**config.mk**
```make
export PLATFORM = sky130hd
export DESIGN_NAME = vsim_send_framer_flat
export DESIGN_NICKNAME = d
export VERILOG_FILES = /design/src/rtl/vsim_send_framer_if.sv /design/src/rtl/vsim_send_framer.sv /design/src/flat_wrapper.sv
export SDC_FILE = /design/constraint.sdc
export NUM_CORES = 1
export LEC_CHECK = 0
export BUFFER_PORTS_ARGS = -buffer_cell sky130_fd_sc_hd__buf_4
export CAP_MARGIN = 20
export CORE_MARGIN = 2
export CORE_UTILIZATION = 65
export CTS_CLUSTER_SIZE = 14
export DETAILED_ROUTE_END_ITERATION = 8
export HOLD_SLACK_MARGIN = 0.05
export PLACE_DENSITY = 0.87
export SETUP_SLACK_MARGIN = 0.15
export SLEW_MARGIN = 20
export SYNTH_ARGS = -nofsm -noshare
export SYNTH_HDL_FRONTEND = slang
export SYNTH_SLANG_ARGS = --single-unit
```
**constraint.sdc**
```tcl
create_clock -name CLK -period 8.5 [get_ports CLK]
set_input_delay 2.55 -clock CLK [delete_from_list [all_inputs] [get_ports CLK]]
set_output_delay 2.55 -clock CLK [all_outputs]
set_load 0.1 [all_outputs]
```
**src/rtl/vsim_send_framer_if.sv**
```systemverilog
// Sender-to-framer beat strobe plus framer-to-host show-ahead handshake.
// The framer itself connects through the slave modport.
interface vsim_send_framer_if #(
    parameter int width = 32
);
    logic             enq__ENA;
    logic [width-1:0] enq_v;
    logic             enq_last;
    logic             enq__RDY;
    logic             host_valid;
    logic [width-1:0] host_data;
    logic             host_last;
    logic             host_ready;

    modport master (
        output enq__ENA, enq_v, enq_last, host_ready,
        input  enq__RDY, host_valid, host_data, host_last
    );

    modport slave (
        input  enq__ENA, enq_v, enq_last, host_ready,
        output enq__RDY, host_valid, host_data, host_last
    );
endinterface

```
**src/rtl/vsim_send_framer.sv**
```systemverilog
// Transmit framer: buffers PipeInLast beats in a show-ahead FIFO, caps frame length,
// and optionally releases beats to the host only once a whole frame is stored.
module vsim_send_framer #(
    parameter int width     = 32,
    parameter int depth     = 16,
    parameter int max_beats = 8,
    parameter int store_fwd = 1
) (
    input  logic              CLK,
    input  logic              nRST,
    vsim_send_framer_if.slave bus,
    output logic [31:0]       frame_count,
    output logic              err_long,
    output logic              err_proto
);
    localparam int AW = $clog2(depth);
    localparam int BW = (max_beats > 1) ? $clog2(max_beats) : 1;
    localparam logic [AW:0]   DEPTH_V  = (AW+1)'(depth);
    localparam logic [BW-1:0] LAST_IDX = BW'(max_beats - 1);

    // A frame longer than the FIFO can never complete under store-and-forward.
    if (store_fwd != 0 && max_beats > depth) begin : g_cfg_check
        $error("vsim_send_framer: store_fwd requires max_beats <= depth");
    end

    typedef enum logic {
        IDLE     = 1'b0,
        IN_FRAME = 1'b1
    } state_t;

    state_t          state, state_nxt;
    logic [BW-1:0]   beat_cnt, beat_cnt_nxt;
    logic            at_limit, last_eff, forced;

    logic [width:0]  mem [depth];
    logic [width:0]  head;
    logic [AW-1:0]   wr_ptr, rd_ptr;
    logic [AW:0]     occ, pend;
    logic            vld, push, pop, push_last, pop_last;

    assign bus.enq__RDY = nRST & (occ < DEPTH_V);

    assign vld  = (store_fwd != 0) ? (pend != '0) : (occ != '0);
    assign head = mem[rd_ptr];

    assign bus.host_valid = vld;
    assign bus.host_data  = vld ? head[width-1:0] : '0;
    assign bus.host_last  = vld & head[width];

    assign push      = bus.enq__ENA & bus.enq__RDY;
    assign pop       = vld & bus.host_ready;
    assign push_last = push & last_eff;
    assign pop_last  = pop & head[width];

    // Input framing FSM: tracks the beat index within the current frame.
    always_ff @(posedge CLK) begin
        if (!nRST) begin
            state    <= IDLE;
            beat_cnt <= '0;
        end else begin
            state    <= state_nxt;
            beat_cnt <= beat_cnt_nxt;
        end
    end

    always_comb begin
        state_nxt    = state;
        beat_cnt_nxt = beat_cnt;
        case (state)
            IDLE: begin
                if (push && !last_eff) begin
                    state_nxt    = IN_FRAME;
                    beat_cnt_nxt = BW'(1);
                end
            end
            IN_FRAME: begin
                if (push) begin
                    if (last_eff) begin
                        state_nxt    = IDLE;
                        beat_cnt_nxt = '0;
                    end else begin
                        beat_cnt_nxt = beat_cnt + 1'b1;
                    end
                end
            end
            default: begin
                state_nxt    = IDLE;
                beat_cnt_nxt = '0;
            end
        endcase
    end

    always_comb begin
        at_limit = (beat_cnt == LAST_IDX);
        last_eff = bus.enq_last | at_limit;
        forced   = push & ~bus.enq_last & at_limit;
    end

    // Payload storage carries the effective last flag alongside the data; no reset needed.
    always_ff @(posedge CLK) begin
        if (push) begin
            mem[wr_ptr] <= {last_eff, bus.enq_v};
        end
    end

    always_ff @(posedge CLK) begin
        if (!nRST) begin
            wr_ptr      <= '0;
            rd_ptr      <= '0;
            occ         <= '0;
            pend        <= '0;
            frame_count <= '0;
            err_long    <= 1'b0;
            err_proto   <= 1'b0;
        end else begin
            if (push) begin
                wr_ptr <= wr_ptr + 1'b1;
            end
            if (pop) begin
                rd_ptr <= rd_ptr + 1'b1;
            end
            case ({push, pop})
                2'b10:   occ <= occ + 1'b1;
                2'b01:   occ <= occ - 1'b1;
                default: occ <= occ;
            endcase
            case ({push_last, pop_last})
                2'b10:   pend <= pend + 1'b1;
                2'b01:   pend <= pend - 1'b1;
                default: pend <= pend;
            endcase
            if (pop_last) begin
                frame_count <= frame_count + 32'd1;
            end
            if (forced) begin
                err_long <= 1'b1;
            end
            if (bus.enq__ENA && !bus.enq__RDY) begin
                err_proto <= 1'b1;
            end
        end
    end
endmodule

```
**src/flat_wrapper.sv**
```systemverilog
// flat-port wrapper written by rule: the top's interface ports become plain ports
module vsim_send_framer_flat 
#(
    parameter int width     = 32,
    parameter int depth     = 16,
    parameter int max_beats = 8,
    parameter int store_fwd = 1
)
  (CLK, nRST, frame_count, err_long, err_proto, bus_enq__ENA, bus_enq_v, bus_enq_last, bus_host_ready, bus_enq__RDY, bus_host_valid, bus_host_data, bus_host_last);
  vsim_send_framer_if #(.width(width)) bus_i ();
  input  logic CLK;
  input  logic nRST;
  output logic [31:0] frame_count;
  output logic err_long;
  output logic err_proto;
  input wire logic [$bits(bus_i.enq__ENA)-1:0] bus_enq__ENA;
  input wire logic [$bits(bus_i.enq_v)-1:0] bus_enq_v;
  input wire logic [$bits(bus_i.enq_last)-1:0] bus_enq_last;
  input wire logic [$bits(bus_i.host_ready)-1:0] bus_host_ready;
  output wire logic [$bits(bus_i.enq__RDY)-1:0] bus_enq__RDY;
  output wire logic [$bits(bus_i.host_valid)-1:0] bus_host_valid;
  output wire logic [$bits(bus_i.host_data)-1:0] bus_host_data;
  output wire logic [$bits(bus_i.host_last)-1:0] bus_host_last;
  assign bus_i.enq__ENA = bus_enq__ENA;
  assign bus_i.enq_v = bus_enq_v;
  assign bus_i.enq_last = bus_enq_last;
  assign bus_i.host_ready = bus_host_ready;
  assign bus_enq__RDY = bus_i.enq__RDY;
  assign bus_host_valid = bus_i.host_valid;
  assign bus_host_data = bus_i.host_data;
  assign bus_host_last = bus_i.host_last;
  vsim_send_framer #(.width(width), .depth(depth), .max_beats(max_beats), .store_fwd(store_fwd)) u_core (.CLK(CLK), .nRST(nRST), .bus(bus_i), .frame_count(frame_count), .err_long(err_long), .err_proto(err_proto));
endmodule
```
==> flow_summary.json <==
{
  "outcome": "finished, final reports clean",
  "die-width_um": 192,
  "final_layout_size_suffix_gt1_share_pct": 30.1,
  "rows": 68,
  "design_area_mm2": 0.0263,
  "syn-num-nets": 1198,
  "finClkSkew_ns": 0.0182,
  "htree_levels": 2,
  "critPathRequiredTime_ns": 5.95,
  "rsz0062_at_grt": "no",
  "timing_worst_setup_path_type": "primary input to output port",
  "met3WireLength_um": 4290,
  "route.detailed.drc": 0,
  "ys_seq_elements": 588,
  "fp.dieArea_mm2": 0.0369,
  "fin_util_pct": 75.7,
  "grt_pass1_wl_um": 79000,
  "clk_pin_slew_worst_paths_ns": 0.06,
  "grt_max_degree": 70,
  "area_delta_synth_final_pct": 14.3,
  "io_pins": 106,
  "crit_path_max_fanout": 53,
  "p_leak_nw": 8.48,
  "arrival_ns": 3.79,
  "cp-startpoint": "nRST",
  "dieHeight_um": 192,
  "avgSynthCellArea_um2": 20.1,
  "fin_crit_ns": 6.34,
  "power_mw": 6.24,
  "vias_per_cell": 6.74,
  "fin_cells": 1770,
  "grt_pass1_vias": 12212,
  "post-route-period-util_pct": 74.6,
  "detail_route.wl_per_cell_um": 30.6,
  "max_freq_mhz": 158,
  "final_nets": 1329,
  "hold_viol": 0,
  "dp_hpwl_um": 27100,
  "cts_num_sinks": 588,
  "crit_path_start_kind": "primary input",
  "wl_met2_um": 28600,
  "worst_slack_ns": 2.16,
  "synthCells": 1143,
  "hold_path_startpoint": "u_core.frame_count[31]",
  "core-area_mm2": 0.0347,
  "drv_cap": 0,
  "ys_types": 43,
  "drtIter0Drc": 1217,
  "wl_um": 54200,
  "power_density_mw_per_mm2": 237,
  "placed_area_mm2": 0.0245,
  "ctsResizeCount": 0,
  "routed-via-count": 11921,
  "drv_slew": 0,
  "ctsHoldBuffers": 0,
  "cp-end-kind": "output port",
  "cts_tree": "done",
  "holdWs_ns": 0.477,
  "peakVddDrop_uv": 216,
  "drtAntennaViolNets": 0,
  "cts_made_buffers": 55,
  "drt-pass1-iter-count": 5,
  "portBuffers": 105,
  "grt_overflow": 0,
  "hold_class": "flop to flop",
  "root_buffer": "clkbuf_16",
  "ys_seq_area_share_pct": 74.1,
  "start_util_pct": 66.3,
  "slew_headroom_pct": 30.0,
  "yosys_warnings": 0,
  "clk_latency_ns": 0.59,
  "fillers": 1799,
  "antenna_found_initial": 3,
  "setup_viol": 0,
  "wl_met1_um": 19400,
  "worst_pin_slew_ns": 1.05,
  "dp_cells": 1672,
  "top_layer": "met5",
  "grt_util_all_layers_pct": 30.4,
  "tns_ns": 0,
  "cts.path.max_buffers": 3,
  "gp_congestion": 0.782,
  "syn-cell-area_mm2": 0.0230,
  "post_cts_buffers": 0,
  "pre_cts_slack_ns": 2.18
}
synth_stat cells:
cell / n / share of area (%)
buf_4: 2 / 0.065
nand2b_1: 8 / 0.22
nand2_1: 31 / 0.51
and4b_1: 1 / 0.044
buf_1: 4 / 0.065
inv_1: 15 / 0.24
inv_2: 2 / 0.033
nor4_1: 2 / 0.054
fa_1: 2 / 0.17
nor2_1: 62 / 1.0
or4_1: 3 / 0.098
o21ai_1: 1 / 0.022
nor3_1: 10 / 0.22
xnor2_1: 13 / 0.49
or3_1: 14 / 0.38
o21a_1: 5 / 0.16
and3_1: 4 / 0.11
buf_2: 17 / 0.37
xor2_1: 11 / 0.42
ha_1: 16 / 0.87
nor2b_1: 33 / 0.90
o2111ai_1: 1 / 0.038
nand3_1: 9 / 0.20
dfxtp_1: 60 / 5.2
a21oi_1: 28 / 0.61
o21ai_2: 1 / 0.038
mux2i_1: 12 / 0.52
nand4b_1: 1 / 0.038
a21o_1: 4 / 0.13
a31o_2: 1 / 0.038
mux4_2: 162 / 16
o2111a_1: 3 / 0.15
o211a_1: 5 / 0.22
o31ai_1: 1 / 0.033
edfxtp_1: 528 / 69
and2_1: 1 / 0.027
nand4_1: 9 / 0.24
o211ai_1: 2 / 0.065
and4_1: 4 / 0.15
a31oi_1: 3 / 0.082
o21ai_0: 15 / 0.33
a22oi_1: 2 / 0.065
clkbuf_1: 35 / 0.57
area by class of cell:
| class | count | area [um2] | area share, % |
|---|---|---|---|
| multi-input cells | 480 | 5760 | 21.9 |
| repair buffers | 132 | 1000 | 3.82 |
| inverters | 17 | 63.8 | 0.243 |
| clock inverters | 32 | 417 | 1.58 |
| diodes | 1 | 2.50 | 0.00952 |
| flip-flops and latches | 588 | 17100 | 64.9 |
| well taps | 455 | 569 | 2.17 |
| clock buffers | 65 | 1410 | 5.38 |
routing by layer:
layer / up-vias / track usage (%)
met3: 124 / 5.52
met5: - / 0
met1: 6193 / 39.6
li1: 4916 / -
met4: 4 / 11.4
met2: 684 / 51.9
placed cells by master, fill, tap and decap left out, types with 10 or more instances in the layout:
master       n
edfxtp_1   528
mux4_2     162
buf_4      131
dfxtp_1     56
clkbuf_16   55
nor2_1      49
nor2b_1     33
nand2_1     31
a21oi_1     28
ha_1        16
inv_1       15
o21ai_0     15
or3_1       14
nor2_4      13
xnor2_1     13
mux2i_1     12
xor2_1      11
clkbuf_1    10
bufinv_16   10
clkinv_1    10
critical path, cell delays in order:
cell	delay, ns
buf_4	0.17
inv_2	0.64
nor2_1	0.12
buf_4	0.28
report_power, final:
part | leakage [nW] | switching (mW) | internal (mW)
registers | 5.24 | 0.0297 | 3.17
logic | 2.34 | 0.330 | 0.180
clock network | 0.896 | 1.04 | 1.49
cell families after synthesis:
logic type | count (synthesis) | share of synthesized area [%]
flops | 588 | 74.1
simple gates | 192 | 4.19
mux | 174 | 16.4
buf+inv | 75 | 1.35
compound gates | 72 | 1.97
xor+xnor | 24 | 0.914
fa+ha+maj | 18 | 1.04
flip-flops by register name, indices dropped and copies added, names as in the netlist, named ones only:
name / flops
u_core.err_long: 1
u_core.frame_count: 32
u_core.err_proto: 1
u_core.mem: 528
u_core.beat_cnt: 3
u_core.rd_ptr: 4
u_core.pend: 5
u_core.occ: 5
u_core.wr_ptr: 4
path summary, 6_finish.rpt:
path                       endpoint  slack [ns]  cells past startpoint
max                    bus_enq__RDY        2.16                      4
min          u_core.frame_count[31]        0.48                      2
max reg2reg          u_core.pend[4]        3.68                     15
min reg2reg  u_core.frame_count[31]        0.48                      2
Power figures use the tool's default switching activity.
